$ cat config.mk
export PLATFORM = sky130hd
export DESIGN_NAME = multicycle_ctrl_flat
export DESIGN_NICKNAME = d
export VERILOG_FILES = /design/src/rtl/mctrl_pkg.sv /design/src/rtl/multicycle_ctrl_if.sv /design/src/rtl/mctrl_decode.sv /design/src/rtl/multicycle_ctrl.sv /design/src/flat_wrapper.sv
export SDC_FILE = /design/constraint.sdc
export NUM_CORES = 1
export LEC_CHECK = 0
export ABC_AREA = 1
export BUFFER_PORTS_ARGS = -buffer_cell sky130_fd_sc_hd__buf_2
export CAP_MARGIN = 20
export CORE_MARGIN = 1.5
export CORE_UTILIZATION = 35
export CTS_BUF_LIST = sky130_fd_sc_hd__clkbuf_4 sky130_fd_sc_hd__clkbuf_8
export CTS_CLUSTER_DIAMETER = 80
export CTS_CLUSTER_SIZE = 24
export DETAILED_ROUTE_END_ITERATION = 7
export SLEW_MARGIN = 20
export SYNTH_ARGS = -nofsm -noshare
export SYNTH_HDL_FRONTEND = slang
export SYNTH_HIERARCHICAL = 1
export SYNTH_SLANG_ARGS = --single-unit
$ cat constraint.sdc
create_clock -name clk -period 2.15 [get_ports clk]
set_input_delay 0 -clock clk [delete_from_list [all_inputs] [get_ports clk]]
set_output_delay 0 -clock clk [all_outputs]
set_load 0.05 [all_outputs]
$ cat src/rtl/mctrl_pkg.sv
// Shared definitions for the multicycle control unit: FSM states, instruction
// classes, opcode/funct constants, ALU operation codes and PC/writeback selects.
// Purely declarative; no timing or backpressure of its own.
package mctrl_pkg;

  // Controller states. Every instruction starts in FETCH; TRAP is terminal
  // until reset.
  typedef enum logic [2:0] {
    ST_FETCH  = 3'd0,
    ST_DECODE = 3'd1,
    ST_EXEC   = 3'd2,
    ST_MEM    = 3'd3,
    ST_WB     = 3'd4,
    ST_TRAP   = 3'd5
  } state_e;

  // Instruction classes produced by the decoder.
  typedef enum logic [2:0] {
    CLS_R   = 3'd0,
    CLS_I   = 3'd1,
    CLS_LW  = 3'd2,
    CLS_SW  = 3'd3,
    CLS_BEQ = 3'd4,
    CLS_JAL = 3'd5
  } ins_cls_e;

  // Major opcodes (ins[6:0]).
  localparam logic [6:0] OPC_R   = 7'b0110011;
  localparam logic [6:0] OPC_I   = 7'b0010011;
  localparam logic [6:0] OPC_LW  = 7'b0000011;
  localparam logic [6:0] OPC_SW  = 7'b0100011;
  localparam logic [6:0] OPC_BEQ = 7'b1100011;
  localparam logic [6:0] OPC_JAL = 7'b1101111;

  // funct3 values (ins[14:12]).
  localparam logic [2:0] F3_ADD  = 3'b000;
  localparam logic [2:0] F3_AND  = 3'b111;
  localparam logic [2:0] F3_OR   = 3'b110;
  localparam logic [2:0] F3_SLT  = 3'b010;
  localparam logic [2:0] F3_WORD = 3'b010;
  localparam logic [2:0] F3_BEQ  = 3'b000;

  // funct7 values (ins[31:25]); ALT selects sub for funct3 000.
  localparam logic [6:0] F7_BASE = 7'b0000000;
  localparam logic [6:0] F7_ALT  = 7'b0100000;

  // ALU operation codes.
  localparam logic [2:0] ALU_AND = 3'b000;
  localparam logic [2:0] ALU_OR  = 3'b001;
  localparam logic [2:0] ALU_ADD = 3'b010;
  localparam logic [2:0] ALU_SUB = 3'b110;
  localparam logic [2:0] ALU_SLT = 3'b111;

  // PC source select.
  localparam logic [1:0] PC_SRC_PLUS4  = 2'b00;
  localparam logic [1:0] PC_SRC_BRANCH = 2'b01;
  localparam logic [1:0] PC_SRC_JUMP   = 2'b10;

  // Register-file writeback select.
  localparam logic [1:0] WB_SEL_ALU = 2'b00;
  localparam logic [1:0] WB_SEL_MEM = 2'b01;
  localparam logic [1:0] WB_SEL_PC4 = 2'b10;

  // True for the four funct3 codes the ALU-class instructions support.
  function automatic logic f3_is_alu(input logic [2:0] f3);
    return (f3 == F3_ADD) || (f3 == F3_AND) || (f3 == F3_OR) || (f3 == F3_SLT);
  endfunction

  // funct3 -> ALU op; alt picks sub over add (only meaningful for R-type).
  function automatic logic [2:0] alu_op_from_f3(input logic [2:0] f3, input logic alt);
    logic [2:0] op;
    case (f3)
      F3_ADD:  op = alt ? ALU_SUB : ALU_ADD;
      F3_AND:  op = ALU_AND;
      F3_OR:   op = ALU_OR;
      F3_SLT:  op = ALU_SLT;
      default: op = ALU_ADD;
    endcase
    return op;
  endfunction

endpackage

$ cat src/rtl/multicycle_ctrl_if.sv
// Bundle between the multicycle controller and its datapath.
// Latency: none (wires only).
// Backpressure: mem_ack from the datapath stalls FETCH and MEM.
// Ports: ins/zero/mem_ack flow datapath -> controller; strobes, selects,
//        illegal and instret flow controller -> datapath.
interface multicycle_ctrl_if #(
  parameter int INSTRET_W = 32
);
  import mctrl_pkg::*;

  logic [31:0]          ins;
  logic                 zero;
  logic                 mem_ack;
  logic                 mem_read;
  logic                 mem_write;
  logic                 ir_we;
  logic                 pc_we;
  logic [1:0]           pc_src;
  logic                 reg_write;
  logic                 alu_src;
  logic [2:0]           alu_op;
  logic [1:0]           wb_sel;
  logic                 illegal;
  logic [INSTRET_W-1:0] instret;

  // Controller side.
  modport master (
    input  ins, zero, mem_ack,
    output mem_read, mem_write, ir_we, pc_we, pc_src,
           reg_write, alu_src, alu_op, wb_sel, illegal, instret
  );

  // Datapath side.
  modport slave (
    output ins, zero, mem_ack,
    input  mem_read, mem_write, ir_we, pc_we, pc_src,
           reg_write, alu_src, alu_op, wb_sel, illegal, instret
  );
endinterface

$ cat src/rtl/mctrl_decode.sv
// Combinational instruction decoder: opcode/funct fields -> class, ALU op,
// ALU source select and illegal flag. Latency: 0 cycles. No backpressure.
// Ports: opcode_i/funct3_i/funct7_i in; alu_op_o, alu_src_o, ins_cls_o, illegal_o out.
// Config: MCTRL_JAL_EN defined makes opcode 1101111 (jal) legal; otherwise it
//         falls into the illegal default.
module mctrl_decode
  import mctrl_pkg::*;
(
  input  logic [6:0] opcode_i,
  input  logic [2:0] funct3_i,
  input  logic [6:0] funct7_i,
  output logic [2:0] alu_op_o,
  output logic       alu_src_o,
  output ins_cls_e   ins_cls_o,
  output logic       illegal_o
);

  always_comb begin
    alu_op_o  = ALU_ADD;
    alu_src_o = 1'b0;
    ins_cls_o = CLS_R;
    illegal_o = 1'b1;
    case (opcode_i)
      OPC_R: begin
        ins_cls_o = CLS_R;
        alu_op_o  = alu_op_from_f3(funct3_i, funct7_i[5]);
        // funct7 must be all-zero, except the sub encoding of funct3 000.
        illegal_o = !(f3_is_alu(funct3_i) &&
                      ((funct7_i == F7_BASE) ||
                       ((funct7_i == F7_ALT) && (funct3_i == F3_ADD))));
      end
      OPC_I: begin
        // funct7 bits belong to the immediate here, so they are ignored.
        ins_cls_o = CLS_I;
        alu_op_o  = alu_op_from_f3(funct3_i, 1'b0);
        alu_src_o = 1'b1;
        illegal_o = !f3_is_alu(funct3_i);
      end
      OPC_LW: begin
        ins_cls_o = CLS_LW;
        alu_op_o  = ALU_ADD;
        alu_src_o = 1'b1;
        illegal_o = (funct3_i != F3_WORD);
      end
      OPC_SW: begin
        ins_cls_o = CLS_SW;
        alu_op_o  = ALU_ADD;
        alu_src_o = 1'b1;
        illegal_o = (funct3_i != F3_WORD);
      end
      OPC_BEQ: begin
        ins_cls_o = CLS_BEQ;
        alu_op_o  = ALU_SUB;
        illegal_o = (funct3_i != F3_BEQ);
      end
`ifdef MCTRL_JAL_EN
      OPC_JAL: begin
        ins_cls_o = CLS_JAL;
        alu_op_o  = ALU_ADD;
        illegal_o = 1'b0;
      end
`endif
      default: ;
    endcase
  end

endmodule

$ cat src/rtl/multicycle_ctrl.sv
// Multicycle CPU controller: FSM sequencing FETCH/DECODE/EXEC/MEM/WB/TRAP,
// sticky illegal flag and retired-instruction counter.
// Latency: R/I 4, lw 5, sw 4, beq/jal 3 cycles; FETCH and MEM stall while
// mem_ack is low (each low cycle adds one).
// Ports: clk, reset (synchronous, active-high); bus (multicycle_ctrl_if.master)
//        carrying ins/zero/mem_ack in and all strobes, selects, illegal, instret out.
// Config: MCTRL_JAL_EN enables jal; without it jal traps and pc_src=10 /
//         wb_sel=10 are never produced.
module multicycle_ctrl
  import mctrl_pkg::*;
#(
  parameter int INSTRET_W = 32
) (
  input  logic                clk,
  input  logic                reset,
  multicycle_ctrl_if.master   bus
);

  state_e               state_q, state_d;
  logic                 illegal_q, illegal_d;
  logic [INSTRET_W-1:0] instret_q, instret_d;

  logic [2:0] dec_alu_op;
  logic       dec_alu_src;
  ins_cls_e   dec_cls;
  logic       dec_illegal;

  // Unqualified outputs of the FSM; reset masking is applied at the boundary.
  logic       mem_read, mem_write, ir_we, pc_we, reg_write, alu_src;
  logic [1:0] pc_src, wb_sel;
  logic [2:0] alu_op;
  logic       retire;

  mctrl_decode u_decode (
    .opcode_i  (bus.ins[6:0]),
    .funct3_i  (bus.ins[14:12]),
    .funct7_i  (bus.ins[31:25]),
    .alu_op_o  (dec_alu_op),
    .alu_src_o (dec_alu_src),
    .ins_cls_o (dec_cls),
    .illegal_o (dec_illegal)
  );

  always_ff @(posedge clk) begin
    if (reset) begin
      state_q   <= ST_FETCH;
      illegal_q <= 1'b0;
      instret_q <= '0;
    end else begin
      state_q   <= state_d;
      illegal_q <= illegal_d;
      instret_q <= instret_d;
    end
  end

  always_comb begin
    state_d   = state_q;
    illegal_d = illegal_q;
    retire    = 1'b0;
    mem_read  = 1'b0;
    mem_write = 1'b0;
    ir_we     = 1'b0;
    pc_we     = 1'b0;
    pc_src    = PC_SRC_PLUS4;
    reg_write = 1'b0;
    wb_sel    = WB_SEL_ALU;
    alu_op    = ALU_AND;
    alu_src   = 1'b0;

    // The IR holds a valid instruction from DECODE to WB; outside that window
    // the ALU controls are parked at zero.
    if ((state_q == ST_DECODE) || (state_q == ST_EXEC) ||
        (state_q == ST_MEM)    || (state_q == ST_WB)) begin
      alu_op  = dec_alu_op;
      alu_src = dec_alu_src;
    end

    case (state_q)
      ST_FETCH: begin
        mem_read = 1'b1;
        if (bus.mem_ack) begin
          ir_we   = 1'b1;
          pc_we   = 1'b1;
          state_d = ST_DECODE;
        end
      end

      ST_DECODE: begin
        if (dec_illegal) begin
          state_d   = ST_TRAP;
          illegal_d = 1'b1;
        end else begin
          state_d = ST_EXEC;
        end
      end

      ST_EXEC: begin
        case (dec_cls)
          CLS_R, CLS_I:   state_d = ST_WB;
          CLS_LW, CLS_SW: state_d = ST_MEM;
          CLS_BEQ: begin
            pc_we   = bus.zero;
            pc_src  = PC_SRC_BRANCH;
            retire  = 1'b1;
            state_d = ST_FETCH;
          end
`ifdef MCTRL_JAL_EN
          CLS_JAL: begin
            pc_we     = 1'b1;
            pc_src    = PC_SRC_JUMP;
            reg_write = 1'b1;
            wb_sel    = WB_SEL_PC4;
            retire    = 1'b1;
            state_d   = ST_FETCH;
          end
`endif
          default: begin
            // Unreachable when DECODE screened the instruction; trap defensively.
            state_d   = ST_TRAP;
            illegal_d = 1'b1;
          end
        endcase
      end

      ST_MEM: begin
        mem_read  = (dec_cls == CLS_LW);
        mem_write = (dec_cls == CLS_SW);
        if (bus.mem_ack) begin
          if (dec_cls == CLS_LW) begin
            state_d = ST_WB;
          end else begin
            retire  = 1'b1;
            state_d = ST_FETCH;
          end
        end
      end

      ST_WB: begin
        reg_write = 1'b1;
        wb_sel    = (dec_cls == CLS_LW) ? WB_SEL_MEM : WB_SEL_ALU;
        retire    = 1'b1;
        state_d   = ST_FETCH;
      end

      ST_TRAP: ;

      default: state_d = ST_FETCH;
    endcase

    // Counter wraps naturally at 2^INSTRET_W.
    instret_d = retire ? (instret_q + INSTRET_W'(1)) : instret_q;
  end

  // All outputs read as zero during the reset cycle, whatever state was left behind.
  assign bus.mem_read  = mem_read  & ~reset;
  assign bus.mem_write = mem_write & ~reset;
  assign bus.ir_we     = ir_we     & ~reset;
  assign bus.pc_we     = pc_we     & ~reset;
  assign bus.reg_write = reg_write & ~reset;
  assign bus.alu_src   = alu_src   & ~reset;
  assign bus.pc_src    = reset ? 2'b00 : pc_src;
  assign bus.wb_sel    = reset ? 2'b00 : wb_sel;
  assign bus.alu_op    = reset ? 3'b000 : alu_op;
  assign bus.illegal   = illegal_q & ~reset;
  assign bus.instret   = reset ? '0 : instret_q;

endmodule

$ cat src/flat_wrapper.sv
// flat-port wrapper written by rule: the top's interface ports become plain ports
module multicycle_ctrl_flat import mctrl_pkg::*;
#(
  parameter int INSTRET_W = 32
)
  (clk, reset, bus_ins, bus_zero, bus_mem_ack, bus_mem_read, bus_mem_write, bus_ir_we, bus_pc_we, bus_pc_src, bus_reg_write, bus_alu_src, bus_alu_op, bus_wb_sel, bus_illegal, bus_instret);
  multicycle_ctrl_if #(.INSTRET_W(INSTRET_W)) bus_i ();
  input  logic clk;
  input  logic reset;
  input wire logic [$bits(bus_i.ins)-1:0] bus_ins;
  input wire logic [$bits(bus_i.zero)-1:0] bus_zero;
  input wire logic [$bits(bus_i.mem_ack)-1:0] bus_mem_ack;
  output wire logic [$bits(bus_i.mem_read)-1:0] bus_mem_read;
  output wire logic [$bits(bus_i.mem_write)-1:0] bus_mem_write;
  output wire logic [$bits(bus_i.ir_we)-1:0] bus_ir_we;
  output wire logic [$bits(bus_i.pc_we)-1:0] bus_pc_we;
  output wire logic [$bits(bus_i.pc_src)-1:0] bus_pc_src;
  output wire logic [$bits(bus_i.reg_write)-1:0] bus_reg_write;
  output wire logic [$bits(bus_i.alu_src)-1:0] bus_alu_src;
  output wire logic [$bits(bus_i.alu_op)-1:0] bus_alu_op;
  output wire logic [$bits(bus_i.wb_sel)-1:0] bus_wb_sel;
  output wire logic [$bits(bus_i.illegal)-1:0] bus_illegal;
  output wire logic [$bits(bus_i.instret)-1:0] bus_instret;
  assign bus_i.ins = bus_ins;
  assign bus_i.zero = bus_zero;
  assign bus_i.mem_ack = bus_mem_ack;
  assign bus_mem_read = bus_i.mem_read;
  assign bus_mem_write = bus_i.mem_write;
  assign bus_ir_we = bus_i.ir_we;
  assign bus_pc_we = bus_i.pc_we;
  assign bus_pc_src = bus_i.pc_src;
  assign bus_reg_write = bus_i.reg_write;
  assign bus_alu_src = bus_i.alu_src;
  assign bus_alu_op = bus_i.alu_op;
  assign bus_wb_sel = bus_i.wb_sel;
  assign bus_illegal = bus_i.illegal;
  assign bus_instret = bus_i.instret;
  multicycle_ctrl #(.INSTRET_W(INSTRET_W)) u_core (.clk(clk), .reset(reset), .bus(bus_i));
endmodule
==> results of run 1 <==
==> metrics by stage <==
step	cell area, um2	setup WS, ns	power [mW]	hold slack (ns)	util
5_1_grt	3211	0.2282	1.659	0.1610	0.4357
3_3_place_gp	3099	0.3078	0.9863	0.3940	0.4205
6_report	3211	0.4344	1.577	0.1252	0.4357
3_5_place_dp	3099	0.2194	0.9924	0.3988	0.4205
4_1_cts	3211	0.4408	1.597	0.1065	0.4357
2_1_floorplan	2708	0.3906	0.9225	0.2485	-
==> how the worst max path moves through the flow <==
stage,from,to
floorplan,u_core/state_q[2],bus_wb_sel[0]
global placement,bus_ins[2],u_core/instret_q[7]
detailed placement,bus_ins[6],u_core/instret_q[3]
CTS,u_core/state_q[0],u_core/instret_q[3]
global route,u_core/state_q[0],u_core/instret_q[3]
finish,u_core/state_q[0],u_core/instret_q[3]
==> kinds of logic (layout without fill, tap and decap cells) <==
group	Yosys count	after routing
simple gates	280	280
buf+inv	100	162
compound gates	46	46
flops	36	36
fa+ha+maj	1	1
xor+xnor	7	7
other cells	1	2
==> worst register-to-register path, stage by stage, from the launching register on <==
cell	delay, ns
dfxtp_1	0.42
nand2_1	0.09
nor2_2	0.18
nand3_1	0.16
nand3_4	0.22
buf_4	0.24
nand2_1	0.07
o21ai_0	0.17
nor2_1	0.06
==> sequential cells by signal (all words and copies together) (netlist names) <==
name,cells
u_core/illegal_q,1
u_core/instret_q,32
u_core/state_q,3
==> power by group <==
group          internal (mW)  switching (mW)  leakage, nW
Sequential             0.679          0.0126        0.291
Clock                  0.343           0.258       0.0541
Combinational         0.0778           0.205         1.17
Total                   1.10           0.476         1.52
==> cells in the final DEF (no fill, tap or decap), drive strengths merged, types with 2 or more instances in the layout <==
cell	instances
a21oi	26
buf	70
clkbuf	5
conb	2
dfxtp	36
inv	84
nand2	106
nand3	40
nand4	15
nor2	107
nor3	10
o211ai	2
o21ai	16
xor2	7
==> metal layers <==
metal  part of all wire  wire length (um)  GRT usage
met5                  0                 0          0
met4              0.013                86    0.04427
met3              0.048               312    0.03030
met2               0.46              3012     0.2845
met1               0.48              3145     0.2121
==> layout make-up <==
cell class / instances / area share
Clock buffer: 5 / 0.02143
Multi-Input combinational cell: 336 / 0.4903
Sequential cell: 36 / 0.2245
Tap cell: 99 / 0.03858
Inverter: 84 / 0.09821
Clock inverter: 3 / 0.01325
Timing Repair Buffer: 70 / 0.1138
==> results.yml, run 1 <==
status:
  status: "completed"
synthesis:
  ys.flop_type: "dfxtp_1"
  ys_seq_area_frac: 0.2665
  synth_mux_area_frac: 0
  netlist_top_cells_area: "dfxtp_1 27%, nand2_1 14%, nor2_1 13%"
  synth-compound-area-share: 0.08792
  syn_inst: 471
  synth_xor_area_frac: 0.02267
  synthSimpleGateAreaFrac: 0.4641
  synth_top_area_share: 0.2665
  synth_area_um2: 2704
  synth_top_family_by_area: "simple AND/OR/NAND/NOR gates"
  syn_area_per_cell_um2: 5.741
  synthTopCellsByCount: "101 x nand2_1, 94 x nor2_1, 82 x inv_1"
  synth_top_cell_by_area: "dfxtp_1"
  synth_edf_count: 0
  synth-adder-area-share: 0.004627
  yosys_warnings: 6
  ys_types: 27
  synth.most_common_cell: "nand2_1"
  ys_async_sr_fraction: 0
  ys_seq_elements: 36
clock_network:
  root_buffer: "clkbuf_8"
  postCtsHoldBufs: 0
  ctsResizeCount: 0
  clock-sinks: 36
  cts_tree: "yes"
  insertion_delay_ns: 0.29
  cts_buffer_depth: 2
  h-tree-depth: 2
  path_clk_slew_ns: 0.08
  postCtsSetupBuffers: 0
  numCtsBuffers: 5
sta:
  finalSetupViolations: 0
  tightest_slew_ns: 0.4851
  fin_tns_setup_ns: 0
  period_minus_slack_ns: 1.716
  slew_viol_final: 0
  finalHoldViolCount: 0
  fin_crit_sh: 0.7979
  fin_worst_skew_ns: 0.005343
  maxSlewHeadroom: 0.6732
  max_freq_ghz: 0.5829
  rsz0062_at_grt: "false"
placement:
  gp_congestion: 0.8200
  dp_hpwl_um: 5070
  io_buffer_count: 64
  dpl.cell_count: 625
floorplanning:
  ios: 82
  rows: 31
  start_util: 0.3669
  die_w_um: 90.90
  die_area_um2: 8262
  coreArea_um2: 7370
  die_y_um: 90.90
grt:
  track_usage: 0.1658
  grt_pass1_wl_um: 11480
  grt_max_degree: 38
  overflow: 0
  grt_pass1_vias: 2710
  antenna_found_initial: 0
cells_and_area:
  drive_above_1_share: 0.1910
  multiInputGateArea_um2: 1574
  n_antenna_cell: 0
  register_area_um2: 720.7
  final_nets: 570
  fillerInstances: 850
  final_cells: 633
  area_growth_pct: 18.74
worst_setup_path:
  crit_buf_inv: 1
  cp_common_cell: "nand2_1"
  rr_worst_depth: 8
  cp_slowest_stage_delay_ns: 0.42
  path_cells: "nand2_1 > nor2_2 > nand3_1 > nand3_4 > buf_4 > nand2_1 > o21ai_0 > nor2_1"
  timing.critical_path.fanout_max: 20
  start_kind: "register"
  crit_family: "simple AND/OR/NAND/NOR gates"
  required_ns: 2.34
  slowest_stage: "dfxtp_1"
  reg2reg_slack_ns: 0.43
  crit_type: "reg2reg"
  worst-path-stages: 8
  arrival_ns: 1.90
  end_kind: "register"
  timing.rr.start: "u_core/state_q[0]"
  regToRegEndpoint: "u_core/instret_q[3]"
drt:
  drc: 0
  drt_wl_total_um: 6556
  first_pass_iters: 4
  ant_nets: 0
  wl_per_cell_um: 10.36
  drtIter0Drc: 114
  vias: 2927
  via_per_inst: 4.624
worst_hold_path:
  min_path_type: "in2reg"
  min_from: "bus_mem_ack"
  whs_path_depth: 5
  min_delay_worst_endpoint: "u_core/state_q[2]"
pwr:
  power_density_nw_per_um2: 491.1
  leakage_nw: 1.519
  max-vdd-ir-drop_uv: 275.2
job:
  cap_violations: 0
No activity file was read; power rests on OpenSTA's default activity.
==> run 2: changes to the inputs <==
==> constraint.sdc (replaced) <==
create_clock -name clk -period 1.6 [get_ports clk]
set_input_delay 0 -clock clk [delete_from_list [all_inputs] [get_ports clk]]
set_output_delay 0 -clock clk [all_outputs]
set_load 0.05 [all_outputs]
==> run 2 against run 1 <==
Effect of this change: largest power group unchanged; sequential power is 36% higher; highest routed layer unchanged; cell count grew 5.4%; first-iteration DRC count up 20%; utilization increased by 4.9 points; sequential share of layout area is 1.8 points lower; combinational power is 58% higher; hold slack worse by 0.080 ns.
==> results.yml, run 2 (same netlist as run 1, synthesis figures left out) <==
cells_and_area:
  drive_above_1_share: 0.2711
  top_register: "u_core/instret_q"
  final_nets: 604
  largest_register_ffs: 32
  final_common_cell: "nand2_1"
  area_growth_pct: 32.21
  most-common-layout-cells: "100 x nand2_1, 93 x nor2_1, 80 x inv_1"
  largest_registers: "u_core/instret_q x32, u_core/state_q x3, u_core/illegal_q x1"
  design_area_um2: 3575
  n_antenna_cell: 0
floorplanning:
  die_y_um: 90.90
  ios: 82
  start_util: 0.3669
  coreArea_um2: 7370
  rows: 31
  die_w_um: 90.90
  die_area_um2: 8262
sta:
  max_freq_ghz: 0.6548
  period_minus_slack_ns: 1.527
  finalHoldViolCount: 0
  holdWs_ns: 0.04518
  finalSetupViolations: 0
  slew_viol_final: 0
  fin_worst_skew_ns: 0.006988
  fin_crit_sh: 0.9545
worst_setup_path:
  timing.critical_path.fanout_max: 4
  end_kind: "primary output"
  arrival_ns: 1.53
  start_kind: "register"
  required_ns: 1.60
  crit_type: "reg2out"
clock_network:
  clock-sinks: 36
  root_buffer: "clkbuf_8"
  h-tree-depth: 2
  cts_buffer_depth: 2
  insertion_delay_ns: 0.29
  cts_tree: "yes"
  postCtsHoldBufs: 0
  path_clk_slew_ns: 0.07
  numCtsBuffers: 5
drt:
  drtIter0Drc: 137
  dr_wl_met2_um: 3439
  dr.max_layer_used: "met4"
  wl_per_cell_um: 10.89
  drt_wl_total_um: 7266
  vias: 3110
  ant_nets: 0
  first_pass_iters: 4
  drc: 0
  wl_met1_um: 3461
  dr_wl_met3_um: 290
  via_per_inst: 4.663
pwr:
  leakage_nw: 1.728
  power_mw: 2.069
  max-vdd-ir-drop_uv: 438.3
  power_density_nw_per_um2: 578.8
placement:
  gp_congestion: 0.8743
  dp_hpwl_um: 5385
  place_area_um2: 3311
  io_buffer_count: 64
job:
  cap_violations: 0
status:
  status: "completed"
grt:
  overflow: 0
  grt_pass1_vias: 2787
  grt_pass1_wl_um: 11830
  grt_max_degree: 29
  track_usage: 0.1715
  antenna_found_initial: 0
worst_hold_path:
  min_path_type: "in2reg"
[run 2: cell types whose count changed in the layout (fill, tap and decap cells not counted), moves of 4 or more]
cell	previous run	this run
buf_4	6	40
dfxtp_1	36	28
buf_2	64	59
dfxtp_2	0	5
nor2_4	4	9
nor2_2	9	5
[run 2: per-stage QoR]
stage	TNS (ns)	worst slack (ns)	cells	util
6_report	0	0.07278	667	0.4851
5_1_grt	-0.1093	-0.04521	667	0.4851
4_1_cts	0	0.001032	660	0.4635
3_5_place_dp	-2.809	-0.1559	652	0.4492
3_3_place_gp	-1.403	-0.09929	652	0.4492
2_1_floorplan	0	0.1350	472	-
[run 2: cell type report]
cell class | instances | area, um2
tap | 99 | 123.9
clock buffer | 6 | 82.58
inverter | 84 | 320.3
fill | 782 | 3795
timing repair buffer | 103 | 633.1
sequential | 36 | 738.2
clock inverter | 2 | 10.01
multi-input combinational | 337 | 1667
[run 2: final timing paths]
kind / startpoint / cells past startpoint / to / slack (ns)
max reg2reg: u_core/instret_q[1] / 9 / u_core/instret_q[23] / 0.07
min reg2reg: u_core/instret_q[0] / 1 / u_core/instret_q[0] / 0.47
min: reset / 2 / u_core/instret_q[21] / 0.05
max: u_core/state_q[2] / 9 / bus_pc_we / 0.07
[run 2: what timing repair did]
item / 4_1_cts / 5_1_grt
gates cloned: 0 / 1
gates resized for setup: 5 / 34
endpoints found under the hold margin: 0 / 0
setup endpoints to repair: 3 / 37
buffers inserted: 0 / 6
pin swaps: 0 / 10
[run 2: metal layers]
metal / vias up / track usage
li1: 1651 / -
met1: 1382 / 0.2210
met2: 70 / 0.2939
met3: 7 / 0.02862
met4: 0 / 0.04688
met5: - / 0
[run 2: critical path, stage by stage (launching register included)]
cell and delay, ns:
dfxtp_4 0.37, inv_4 0.08, nand2_4 0.06, nor2_4 0.11, nand2_2 0.08, buf_6 0.13
inv_1 0.04, nand2_1 0.06, a21oi_2 0.14, buf_6 0.17
[run 2: where the power goes]
group | leakage (nW) | internal [mW] | switching [mW]
sequential | 0.295 | 0.917 | 0.0245
combinational | 1.38 | 0.151 | 0.296
clock | 0.0510 | 0.344 | 0.337
